[config.mk]
export PLATFORM = sky130hd
export DESIGN_NAME = pim_bank_ctrl
export DESIGN_NICKNAME = d
export VERILOG_FILES = /design/src/rtl/pim_bank_ctrl.sv
export SDC_FILE = /design/constraint.sdc
export NUM_CORES = 1
export LEC_CHECK = 0
export CAP_MARGIN = 20
export CORE_AREA = 2 2 409 411
export CTS_BUF_LIST = sky130_fd_sc_hd__clkbuf_16
export DETAILED_ROUTE_END_ITERATION = 8
export DIE_AREA = 0 0 411 413
export DONT_BUFFER_PORTS = 1
export HOLD_SLACK_MARGIN = 0.02
export SYNTH_ARGS = -nofsm -noshare
export SYNTH_HDL_FRONTEND = slang
export SYNTH_SLANG_ARGS = --single-unit
[constraint.sdc]
create_clock -name i_clk -period 16.5 [get_ports i_clk]
set_clock_uncertainty 0.2 [all_clocks]
set_input_delay 2.475 -clock i_clk [delete_from_list [all_inputs] [get_ports i_clk]]
set_output_delay 2.475 -clock i_clk [all_outputs]
set_load 0.01 [all_outputs]
[src/rtl/pim_bank_ctrl.sv]
// pim_bank_ctrl: single-outstanding request sequencer for four PIM banks sharing a dmux/mux data path.
module pim_bank_ctrl #(
  parameter int WIDTH   = 256,
  parameter int TIMEOUT = 255
) (
  input  logic             i_clk,
  input  logic             i_rst,
  input  logic             i_req_valid,
  output logic             o_req_ready,
  input  logic [1:0]       i_req_bank,
  input  logic             i_req_we,
  input  logic [WIDTH-1:0] i_req_wdata,
  output logic [1:0]       o_sel,
  output logic [WIDTH-1:0] o_wdata,
  output logic [3:0]       o_bank_start,
  output logic             o_bank_we,
  input  logic [3:0]       i_bank_done,
  input  logic [WIDTH-1:0] i_bank_rdata,
  output logic             o_rsp_valid,
  input  logic             i_rsp_ready,
  output logic [WIDTH-1:0] o_rsp_rdata,
  output logic             o_rsp_err
);
  localparam logic [1:0] S_IDLE  = 2'd0;
  localparam logic [1:0] S_START = 2'd1;
  localparam logic [1:0] S_WAIT  = 2'd2;
  localparam logic [1:0] S_RESP  = 2'd3;
  logic [1:0] r_state;
  logic [7:0] r_cnt;
  logic       r_we;
  logic       w_done;
  logic       w_to;
  // Ready is low throughout reset so no request appears accepted while the FSM is held.
  assign o_req_ready = (r_state == S_IDLE) && !i_rst;
  assign w_done      = i_bank_done[o_sel];
  assign w_to        = r_cnt == 8'(TIMEOUT - 1);
  always_ff @(posedge i_clk or posedge i_rst) begin
    if (i_rst) begin
      r_state      <= S_IDLE;
      r_cnt        <= '0;
      r_we         <= 1'b0;
      o_sel        <= '0;
      o_wdata      <= '0;
      o_bank_start <= '0;
      o_bank_we    <= 1'b0;
      o_rsp_valid  <= 1'b0;
      o_rsp_rdata  <= '0;
      o_rsp_err    <= 1'b0;
    end else begin
      case (r_state)
        S_IDLE: if (i_req_valid) begin
          o_sel        <= i_req_bank;
          o_wdata      <= i_req_wdata;
          r_we         <= i_req_we;
          o_bank_start <= 4'b0001 << i_req_bank;
          o_bank_we    <= i_req_we;
          r_state      <= S_START;
        end
        S_START: begin
          o_bank_start <= '0;
          o_bank_we    <= 1'b0;
          r_cnt        <= '0;
          r_state      <= S_WAIT;
        end
        S_WAIT: if (w_done || w_to) begin
          o_rsp_rdata <= (w_done && !r_we) ? i_bank_rdata : '0;
          o_rsp_err   <= !w_done;
          o_rsp_valid <= 1'b1;
          r_state     <= S_RESP;
        end else begin
          r_cnt <= r_cnt + 8'd1;
        end
        default: if (i_rsp_ready) begin
          o_rsp_valid <= 1'b0;
          r_state     <= S_IDLE;
        end
      endcase
    end
  end
endmodule

==> results.md <==
- No sink is reached through more buffers than the 3 on the longest clock path.
- The post-route worst hold slack is 0.335 ns.
- For this run, design rule violations remaining after detail routing come to 0.
- The library cell used most frequently in the layout, excluding fill and tap cells, is sky130_fd_sc_hd__nand2_1.
- The number of sinks handled by clock tree synthesis is 532.
- The total negative slack is 0 ns.
- The maximum number of pins on one net before global-route repair is 167.
- The number of different library cells in the post-synthesis netlist is 40.
- The reg2reg setup slack is 10.73 ns.
- The worst-case reg-to-reg path depth is 7.
- The die covers 0.170 mm2.
- Counting flops and latches in the post-synthesis netlist gives 532.
- The floorplan step defined a core boundary enclosing 0.166 mm2.
- For this run, the top clock speed supported by timing is 147 MHz.
- Total power for the finished layout comes to 5850 uW.
- After detailed routing, the met2 layer carries 63300 um of wire.
- The clock tree synthesis step divided the H-tree into 3 levels.
- Once the clock tree was built, the setup fixing pass inserted 0 buffers.
- The flow ran to the end, and the final reports show no timing, DRC or antenna violations.
- The primary flip-flop cell chosen by synthesis mapping is sky130_fd_sc_hd__dfrtp_1.
- The analysis attributes to cell leakage a power of 0.0122 uW.
- The proportion of netlist area held by the largest area contributor is 0.595.
- The number of global-route vias before repair came to 16500.
- The total CTS buffers is 71.
- Summing all multi-input logic gate instances after layout gives 0.00723 mm2.
- The top layer used by detailed routing is met5.
- The power per cell area is 217 mW/mm2.
- The count of buffers added on input and output ports is 0.
- The tool flagged a number of max-cap violations equal to 0.
- Once detailed placement completed, the half-perimeter wirelength came to 109000 um.
- At the end of routability-driven placement, the weighted congestion stood at 0.844.
- The element type at the critical path start is an input port.
- The clock transition at the registers of the reported paths is 0.06 ns.
- Of all nets on the critical path, the largest fanout is 102.
- In the synthesized netlist, the number of instances is 2346.
- In this run the critical register-to-register path is launched from o_sel[0].
- The wire length of the first global-routing pass is 168000 um.
- In the final routed layout, each cell accounts on average for 29.2 um.
- In the synthesized netlist the async set-or-reset flop fraction comes to 1.00.
- The I/O pin count is 1045.
- For this configuration, the core starts out at a cell density of 0.135.
- Setup violations remaining at the end of the flow were counted as 0.
- The actual slew at the worst max-slew pin is 1.15 ns.
- The number of pins with negative max-slew slack in the final report is 0.
- The insertion delay of the later-clocked pin in the worst-skew pair is 0.68 ns.
- The register area is 0.0133 mm2.
- The number of cells on the worst hold path is 2.
- After detailed routing, the wire length on met1 is 44100 um.
- Counting every net in the synthesized netlist gives 2875.
- Measured against its own limit, the worst slew margin works out to 0.235.
- The critical path required time is 16.84 ns.
- Setup repair after global routing left no endpoint under its margin.
- The global-route usage over all layers is 0.150.
- The average instance in the mapped netlist occupies 9.53 um2.
- At the worst endpoint, the arrival time is 7.14 ns.
- The synthesized area is 0.0224 mm2.
- The layout net count is 2794.
- The routed wire length is 133000 um.
- The die height is 413 um.
- The root buffer cell is sky130_fd_sc_hd__clkbuf_16.
- Of the cells placed in the final design, the portion with a size suffix greater than 1 is 0.156.
- Yosys printed 0 warnings.
- The number of antenna violations at the first check in global routing came to 157.
- The path class of the tightest hold or removal check is flop to flop.
- The final worst-path cycle share is 0.413.
- Sorting the synthesized cells by area gives the leading types as sky130_fd_sc_hd__dfrtp_1 (60%), sky130_fd_sc_hd__nand2_1 (13%), sky130_fd_sc_hd__o21ai_2 (8.6%), sky130_fd_sc_hd__nand4_1 (7.2%), sky130_fd_sc_hd__inv_1 (4.4%).
- By startpoint and endpoint, the worst setup path is classified as input port to flop.
- The number of hold violations in the final report was 0.
- For this block, the initial DRC count from the detailed router was 1288.
- The routed layout has 17500 vias.
- The number of filler cells placed in the layout is 18600.
- For hold timing, the worst endpoint is r_we.
- The die width is 411 um.
- The top cell type by total area after synthesis is sky130_fd_sc_hd__dfrtp_1.
- The met3 routed wirelength is 20000 um.
- The top cell types in the final layout, fill and taps aside, are sky130_fd_sc_hd__nand2_1 (786), sky130_fd_sc_hd__dfrtp_1 (532), sky130_fd_sc_hd__inv_1 (274).
- The startpoint identified for the worst hold timing path is r_we.
- The ratio of routed vias to standard cells is 3.83.
- The post-detailed-route count of antenna-violating nets is 0.
- Across the VDD grid, the largest voltage drop is 0.107 mV.
- TritonCTS built the clock tree.
- For this run, the register share of the synthesized area comes to 0.595.
- For the finished layout, the period the worst path requires is 6.81 ns.
- STA classifies the critical path endpoint as a flop.
- After floorplanning, the core was divided into 150 placement rows.
- The worst flop-to-flop path endpoint is o_rsp_rdata[69].
- The total overflow reported by the global router is 0.
- Hold repair after CTS inserted 0 buffers.
- The first detailed-routing pass ran for 7 iterations.
- Yosys mapped a number of flops with a built-in enable equal to 0.
- The post-cts resize count is 0.
- The post-synthesis to final-layout area growth is 20.8%.
[sequential cells by signal (all words and copies together), names as in the netlist]
signal	count
o_rsp_valid	1
o_sel	2
r_we	1
o_bank_we	1
o_rsp_rdata	256
o_wdata	256
r_cnt	8
r_state	2
o_bank_start	4
o_rsp_err	1
[power by group]
part	total, uW	internal, uW	leakage, uW	switching [uW]
sequential	2780	1790	0.00686	990
clock	1610	944	0.00120	670
combinational	1460	401	0.00409	1060
[final cells by class]
class                   count  share of cell area
flip-flops and latches    532               0.493
well taps                2204               0.102
clock buffers              72              0.0667
inverters                 264              0.0368
repair buffers             23             0.00852
multi-input cells        1373               0.267
diodes                     45             0.00417
clock inverters            58              0.0216
[synth_stat cells, types with 2 or more instances]
master / number
sky130_fd_sc_hd__and4_1: 2
sky130_fd_sc_hd__a22o_1: 3
sky130_fd_sc_hd__buf_1: 37
sky130_fd_sc_hd__o21ai_0: 33
sky130_fd_sc_hd__o311ai_0: 4
sky130_fd_sc_hd__or4b_2: 2
sky130_fd_sc_hd__o21ai_1: 10
sky130_fd_sc_hd__inv_1: 264
sky130_fd_sc_hd__and3_1: 2
sky130_fd_sc_hd__dfrtp_1: 532
sky130_fd_sc_hd__nor2_1: 8
sky130_fd_sc_hd__nand3_1: 9
sky130_fd_sc_hd__buf_6: 27
sky130_fd_sc_hd__nand4_1: 256
sky130_fd_sc_hd__a21oi_1: 4
sky130_fd_sc_hd__nor3_1: 4
sky130_fd_sc_hd__o21ai_2: 220
sky130_fd_sc_hd__ha_1: 6
sky130_fd_sc_hd__clkbuf_1: 110
sky130_fd_sc_hd__buf_2: 3
sky130_fd_sc_hd__a2bb2oi_1: 2
sky130_fd_sc_hd__nand2_1: 787
sky130_fd_sc_hd__nor2b_1: 4
[worst max-delay path, stage by stage]
cell and delay [ns]:
sky130_fd_sc_hd__mux4_2 0.36, sky130_fd_sc_hd__a41o_4 0.84, sky130_fd_sc_hd__and2_4 0.84, sky130_fd_sc_hd__buf_4 0.83, sky130_fd_sc_hd__buf_4 0.71, sky130_fd_sc_hd__buf_4 0.78
sky130_fd_sc_hd__o21ai_2 0.10
[cell families after synthesis]
group           count (synthesis)  share of synthesized area
mux                             1                    0.00101
compound gates                285                      0.103
simple gates                 1081                      0.214
fa+ha+maj                       6                    0.00336
buf+inv                       441                     0.0833
flops                         532                      0.595
[worst max-delay path by stage]
stage,from,endpoint,slack [ns],depth (start not counted)
after global placement,i_bank_done[1],o_rsp_rdata[165],9.15,7
after CTS,i_bank_done[1],o_rsp_rdata[69],9.77,7
after global routing,i_bank_done[1],o_rsp_rdata[118],9.45,7
final,i_bank_done[1],o_rsp_rdata[69],9.69,7
after detailed placement,i_bank_done[1],o_rsp_rdata[69],8.99,7
after floorplan,i_rst,o_bank_start[0],6.59,1
[metrics by stage]
| stage | setup slack (ns) | utilization | std cells | cell area (um2) |
|---|---|---|---|---|
| detailed placement | 8.99 | 0.148 | 4395 | 24500 |
| global placement | 9.15 | 0.148 | 4395 | 24500 |
| floorplan | 6.59 | - | 2346 | 22400 |
| CTS | 9.77 | 0.162 | 4525 | 26900 |
| global route | 9.45 | 0.162 | 4541 | 26900 |
| finish | 9.69 | 0.163 | 4571 | 27000 |
[routing by layer]
metal / global-route usage / vias to the layer above
met3: 0.109 / 346
met5: 0 / -
li1: - / 7531
met2: 0.243 / 882
met4: 0.0616 / 188
met1: 0.145 / 8567
No activity file was read; power rests on OpenSTA's default activity.
